$ cat config.mk
export PLATFORM = sky130hd
export DESIGN_NAME = dac_frame_tx
export DESIGN_NICKNAME = d
export VERILOG_FILES = /design/src/rtl/dac_frame_tx.sv
export SDC_FILE = /design/constraint.sdc
export NUM_CORES = 1
export LEC_CHECK = 0
export ABC_AREA = 1
export BUFFER_PORTS_ARGS = -buffer_cell sky130_fd_sc_hd__buf_4
export CAP_MARGIN = 0
export CORE_ASPECT_RATIO = 0.75
export CORE_MARGIN = 4
export CORE_UTILIZATION = 25
export CTS_CLUSTER_DIAMETER = 40
export CTS_CLUSTER_SIZE = 20
export DETAILED_ROUTE_END_ITERATION = 16
export PLACE_DENSITY = 0.49
export SYNTH_ARGS = -nofsm -noshare
export SYNTH_HDL_FRONTEND = slang
export SYNTH_SLANG_ARGS = --single-unit
$ cat constraint.sdc
create_clock -name clk -period 3.9 [get_ports clk]
set_input_delay 0.78 -clock clk [delete_from_list [all_inputs] [get_ports clk]]
set_output_delay 0.78 -clock clk [all_outputs]
set_load 0.05 [all_outputs]
$ cat src/rtl/dac_frame_tx.sv
// Dual-edge DAC frame transmitter: sends a zero-data sync preamble, then streams,
// ramps, holds a constant or sends zeros, with a frame marker aligned to the data.
module dac_frame_tx #(
   parameter int NCH         = 2,
   parameter int DW          = 16,
   parameter int FRAME_LEN   = 2,
   parameter int SYNC_FRAMES = 4
) (
   input  logic                  clk,
   input  logic                  reset,
   input  logic                  enable,
   input  logic [1:0]            mode,
   input  logic [DW-1:0]         const_val,
   input  logic [2*NCH*DW-1:0]   in_data,
   input  logic                  in_valid,
   output logic                  in_ready,
   output logic [NCH*DW-1:0]     out_d1,
   output logic [NCH*DW-1:0]     out_d2,
   output logic                  out_frame,
   output logic                  active,
   output logic [15:0]           underflow_cnt
);

   localparam int FW = (FRAME_LEN > 2) ? $clog2(FRAME_LEN) : 1;
   localparam logic [FW-1:0] FLAST     = FW'(FRAME_LEN - 1);
   localparam logic [FW-1:0] FHALF     = FW'(FRAME_LEN / 2);
   localparam logic [7:0]    SYNC_LAST = 8'(SYNC_FRAMES - 1);

   typedef enum logic [1:0] {IDLE, SYNC, RUN, DRAIN} state_e;
   typedef enum logic [1:0] {M_STREAM, M_ZERO, M_RAMP, M_CONST} mode_e;

   state_e             state_q;
   mode_e              mode_q;
   mode_e              modeEff;
   logic [FW-1:0]      fcnt_q;
   logic [7:0]         syncCnt_q;
   logic [DW-1:0]      ramp_q, ramp_d;
   logic [15:0]        uf_q, uf_d;
   logic [NCH*DW-1:0]  d1_q, d1_d, d2_q, d2_d;
   logic               frame_q;
   logic               active_q;

   // The mode input is only looked at on the first cycle of a frame, so the new
   // mode already governs that cycle's samples and in_ready.
   always_comb begin
      modeEff = mode_q;
      if ((state_q == SYNC || state_q == RUN) && fcnt_q == '0) begin
         modeEff = mode_e'(mode);
      end
      in_ready = (state_q == RUN) && (modeEff == M_STREAM);
   end

   // Next sample values; everything outside RUN is silent and the ramp restarts.
   always_comb begin
      d1_d   = '0;
      d2_d   = '0;
      ramp_d = '0;
      uf_d   = uf_q;
      if (state_q == RUN) begin
         ramp_d = ramp_q;
         case (modeEff)
            M_STREAM: begin
               if (in_valid) begin
                  for (int c = 0; c < NCH; c++) begin
                     d1_d[c*DW +: DW] = in_data[2*c*DW +: DW];
                     d2_d[c*DW +: DW] = in_data[(2*c+1)*DW +: DW];
                  end
               end else if (uf_q != 16'hFFFF) begin
                  uf_d = uf_q + 16'd1;
               end
            end
            M_RAMP: begin
               for (int c = 0; c < NCH; c++) begin
                  d1_d[c*DW +: DW] = ramp_q;
                  d2_d[c*DW +: DW] = ramp_q + DW'(1);
               end
               ramp_d = ramp_q + DW'(2);
            end
            M_CONST: begin
               for (int c = 0; c < NCH; c++) begin
                  d1_d[c*DW +: DW] = const_val;
                  d2_d[c*DW +: DW] = const_val;
               end
            end
            default: begin
            end
         endcase
      end
   end

   // Sequencer and registered outputs. Leaving SYNC or DRAIN always happens on the
   // last cycle of a frame, so the frame counter is already back at 0 in IDLE.
   always_ff @(posedge clk or posedge reset) begin
      if (reset) begin
         state_q   <= IDLE;
         mode_q    <= M_STREAM;
         fcnt_q    <= '0;
         syncCnt_q <= '0;
         ramp_q    <= '0;
         uf_q      <= '0;
         d1_q      <= '0;
         d2_q      <= '0;
         frame_q   <= 1'b0;
         active_q  <= 1'b0;
      end else begin
         mode_q   <= modeEff;
         ramp_q   <= ramp_d;
         uf_q     <= uf_d;
         d1_q     <= d1_d;
         d2_q     <= d2_d;
         frame_q  <= (state_q != IDLE) && (fcnt_q < FHALF);
         active_q <= (state_q == RUN);

         if (state_q == IDLE) begin
            fcnt_q <= '0;
         end else begin
            fcnt_q <= (fcnt_q == FLAST) ? '0 : fcnt_q + FW'(1);
         end

         case (state_q)
            IDLE: begin
               syncCnt_q <= '0;
               if (enable) begin
                  state_q <= SYNC;
               end
            end
            SYNC: begin
               if (fcnt_q == FLAST) begin
                  if (!enable) begin
                     state_q   <= IDLE;
                     syncCnt_q <= '0;
                  end else if (syncCnt_q == SYNC_LAST) begin
                     state_q   <= RUN;
                     syncCnt_q <= '0;
                  end else begin
                     syncCnt_q <= syncCnt_q + 8'd1;
                  end
               end
            end
            RUN: begin
               if (!enable) begin
                  state_q <= DRAIN;
               end
            end
            DRAIN: begin
               if (fcnt_q == FLAST) begin
                  state_q <= IDLE;
               end
            end
            default: state_q <= IDLE;
         endcase
      end
   end

   assign out_d1        = d1_q;
   assign out_d2        = d2_q;
   assign out_frame     = frame_q;
   assign active        = active_q;
   assign underflow_cnt = uf_q;

endmodule

### Yosys cells after proc, flatten, opt, wreduce, memory -nomap -nowiden

Index checks and enable logic that the tools add are counted.

* register bits after elaboration: 111
* bits of input ports: 86
* logic and storage cells: 64

* $add $sub $neg: 5
* $lt $le $gt $ge: 1
* equality and inequality tests: 13
* mux-type cells: 22
* bitwise operators: 2
* reduce and logical (&&, ||, !) cells: 11

Operators by type and width (count)
* $pmux 32 s3: 2
* $mux 32: 4
* $add 16x1->16 const B: 2
* $mux 16: 2
* $mux 8: 3
* $add 16x2->16 const B: 1
* $ne 16x16->1 const B: 1
* $pmux 8 s2: 1
* $mux 2: 7
* $add 8x1->8 const B: 1
* $eq 2x2->1 const B: 4
* $eq 8x2->1 const B: 1
* $ne 2x2->1 const B: 4
* $pmux 2 s4: 1
* $reduce_and 5->1: 1
* $logic_not 2->1: 2
* $reduce_and 4->1: 1
* $reduce_bool 2->1: 2
* $logic_and 1x1->1: 3
* $ne 3x2->1 const B: 1
* $eq 2x1->1 const B: 1
* $mux 1: 2
* $ne 2x1->1 const B: 1
* $not 1->1: 2
* 4 further kinds: 4

### Longest topological paths before layout

* depth in word-level cells: 7
* depth in mapped cells: 12

### Worst setup path before layout

No wires, ideal clock.

* path type: register to output
* from: register state_q[0]
* to: output port in_ready
* data arrival time: 1956 ps
* required time: 3120 ps
* slack: 1164 ps
* cell stages (with the launch flop): 9
* path buffers: 1
* cell sequence: dfrtp_1 inv_1 ha_1 nand2_2 nand2_1 nand2_4 buf_6 nand2_1 nor2_1

* cells in the longest elaborated chain, start to end: 6
* elaborated cells between the ends (all ways): 7

RTL lines
* start: declaration: line 32 `state_e state_q;`
* start signal: assignment: line 95 `state_q <= IDLE;`
* start signal: assignment: line 124 `state_q <= SYNC;`
* start signal: assignment: line 130 `state_q <= IDLE;`
* $eq 2x1->1 or $eq 2x2->1 (tied branches): line 47, 50
* $logic_or 1x1->1: line 47 `if ((state_q == SYNC || state_q == RUN) && fcnt_q == '0) begin`
* $logic_and 1x1->1: line 47
* $mux 2: line 47
* $logic_not 2->1: line 50 `in_ready = (state_q == RUN) && (modeEff == M_STREAM);`
* $logic_and 1x1->1 *: line 50
* end: declaration: line 16 `output logic in_ready,`

Mark *: on every way between the ends. The rest lies on a longest branch, timed or not.

### Worst setup path after layout

Same ends and word-level chain as after synthesis.

==> summary.txt <==
clock latency on the worst-skew pair -> 0.36 ns
register clock-pin slew on the reported worst setup and hold paths -> 0.08 ns
share of layout cells above drive strength 1 -> 20.90%
DRC viols -> 0
Post-CTS Setup Bufs -> 0
Yosys warning count -> 0
total CTS buffers -> 9
P per Cell Area -> 435.0 mW/mm^2
Root Buffer -> clkbuf_16
syn_nets -> 939
Gate power share -> 37.9%
Die H -> 144.1 microns
Mapped Area -> 0.006177 sq mm
Syn-to-layout area delta -> 29.80%
Seq pwr share -> 34.4%
RR Startpoint -> state_q[0]$_DFFE_PP0P_
TritonCTS clock tree -> yes
Layout Skew -> 0.01126 ns
maximum number of pins on one net before global-route repair -> 80
CTS resizes -> 0
#FFs+latches synth -> 109
WS Path Type -> reg2out
first-pass GRT wire length -> 31.00 mm
num ports -> 169
nets@finish -> 1087
cell family with most CP delay -> simple AND/OR/NAND/NOR gates
Internal Power -> 2024 uW
Via Count -> 5862
fmax -> 0.3248 GHz
Final ANT Viol Nets -> 0
clock network power share -> 27.7%
Die X -> 189.5 microns
Placer Congestion -> 0.8053
initial antenna violation count -> 0
H-tree levels -> 3
CP Cell Sequence -> inv_1 -> ha_1 -> nand2_2 -> nand2_1 -> nand2_4 -> nand2_1 -> nor2_1 -> buf_4
Critical Path End Type -> output pin
hpwl dp -> 14.61 mm
Hold Crit Start -> syncCnt_q[1]$_DFFE_PP0P_
R2R setup slack -> 1.21 ns
Post-synth EDFFs -> 0
Place WS -> 1.106 ns
max-cap check violation count -> 0
wire per inst -> 14.97 microns
switch share -> 41.96%
Via density -> 4.404
final WL -> 19.92 mm
commonest non-fill, non-tap cells in the layout -> nand2_1 (291), buf_4 (174), nand3_1 (115)
asr flop ratio synth -> 100.0%
ys flop type -> dfrtp_1
WHS Endpoint -> syncCnt_q[1]$_DFFE_PP0P_
final hold violations -> 0
worst relative slew slack -> 42.86%
nature of the critical path startpoint -> register
hold-fix buffer count after cts -> 0
hold slack -> 0.5168 ns
Die ar. -> 0.02731 sq mm
Hold WC Path Type -> reg2reg
GRT overflow -> 0
Final WS setup -> 0.8208 ns
worst r2r path cells -> 11
Avg Synthesized Cell Area -> 7.293 sq um
Max clock buf depth -> 2
RR Endpoint -> out_d1[19]$_DFF_PP0_
Final setup viols -> 0
setup TNS -> 0 ns
Max Transition Viols Final -> 0
clk sinks -> 109
drt initial violations -> 407
Starting Density -> 25.57%
Post-Syn Instances -> 847
core region area -> 0.02416 sq mm
P_leak -> 0.004538 uW
Total GRT Usage -> 14.21%
RSZ-0062 raised after global routing -> false
sequential share of the synthesized area -> 44.16%
period utilization -> 78.95%
Port Buf Inserts -> 168
Switch Pwr -> 1463 uW
number of global-route vias before repair -> 5429
worst path required time -> 3.12 ns
Tightest Pin Transition -> 0.8572 ns
diode count -> 0
post-layout min period -> 3.079 ns
Tot Pwr -> 3487 uW
status -> finished, final reports clean
synth unique cells -> 27
WHS Path Cells -> 2
commonest non-fill, non-tap cell in the layout -> nand2_1
CP Max Fanout -> 40
slowest CP cell -> dfrtp_1
Detailed Routing Iterations Pass 1 -> 5
Largest stage delay, worst path -> 0.43 ns
CP bufs+invs -> 2
row cnt -> 49
Most Frequent Cell on Critical Path -> nand2_1
CP arrival -> 2.30 ns
Peak supply drop -> 0.0002861 V
==> layer usage <==
layer,up-vias,track usage [%],share of wire [%],wire length (microns)
met5,-,0,0,0
met4,0,3.120,0.92,184
li1,2979,-,-,-
met2,157,20.96,45,8872
met1,2714,21.60,49,9752
met3,12,2.654,5.6,1109
==> worst register-to-register path: cells and delay by family, from the launching register on <==
family	cells	cell delay [ns]
simple gates	7	1.35
buf+inv	3	0.52
flops	1	0.43
fa+ha+maj	1	0.35
==> logic make-up (layout without fill, tap and decap cells) <==
logic type | count (synthesis) | after routing | share of synthesized area [%]
compound gates | 25 | 25 | 2.188
buf+inv | 142 | 295 | 9.459
fa+ha+maj | 6 | 6 | 1.215
xor+xnor | 8 | 8 | 1.134
simple gates | 557 | 557 | 41.85
flops | 109 | 109 | 44.16
==> stage by stage <==
step | util, % | cell area [sq um] | cells
after detailed placement | 31.93 | 7712 | 1315
after CTS | 33.19 | 8018 | 1331
final | 33.19 | 8018 | 1331
after floorplan | - | 6177 | 847
after global placement | 31.93 | 7712 | 1315
after global routing | 33.19 | 8018 | 1331
==> area by class of cell <==
cell class,instances,area [sq um]
clock buffer,9,225.2
multi-input combinational,596,2868
timing repair buffer,174,1306
fill,2608,16140
clock inverter,7,80.08
inverter,105,396.6
sequential,109,2728
tap,331,414.1
==> sequential cells by signal, indices dropped and copies added (netlist names) <==
signal         cells
active             1
fcnt_q             1
mode_q             2
out_d1            32
out_d2            32
ramp_q            15
state_q            2
syncCnt_q          8
underflow_cnt     16
==> power groups by stage <==
stage | clock network, uW | registers (uW) | logic [uW]
4_1_cts | 1010 | 1200 | 1350
6_report | 966 | 1200 | 1320
2_1_floorplan | 0 | 1250 | 991
5_1_grt | 1050 | 1200 | 1490
3_5_place_dp | 0 | 1220 | 1340
3_3_place_gp | 0 | 1220 | 1340
==> Yosys cell counts (5+ instances only) <==
master	instances	share of area, %
clkbuf_1	15	0.91
nand3_1	115	9.3
buf_2	14	1.1
a21oi_1	8	0.65
inv_1	102	6.2
nand2_1	291	18
xor2_1	6	0.85
o21ai_0	12	0.97
buf_4	5	0.61
nand4_1	23	2.3
dfrtp_1	109	44
nor2_1	51	3.1
ha_1	6	1.2
nand3b_1	62	7.5
nor2_2	5	0.51
==> worst max-delay path by stage <==
stage	end	depth (start not counted)	slack (ns)	start
finish	in_ready	8	0.82	state_q[0]$_DFFE_PP0P_
global route	in_ready	8	0.62	state_q[0]$_DFFE_PP0P_
CTS	in_ready	8	0.77	state_q[0]$_DFFE_PP0P_
detailed placement	in_ready	7	1.11	mode[0]
global placement	in_ready	7	1.09	mode[0]
floorplan	active$_DFF_PP0_	1	0.25	reset
Power figures use the tool's default switching activity.
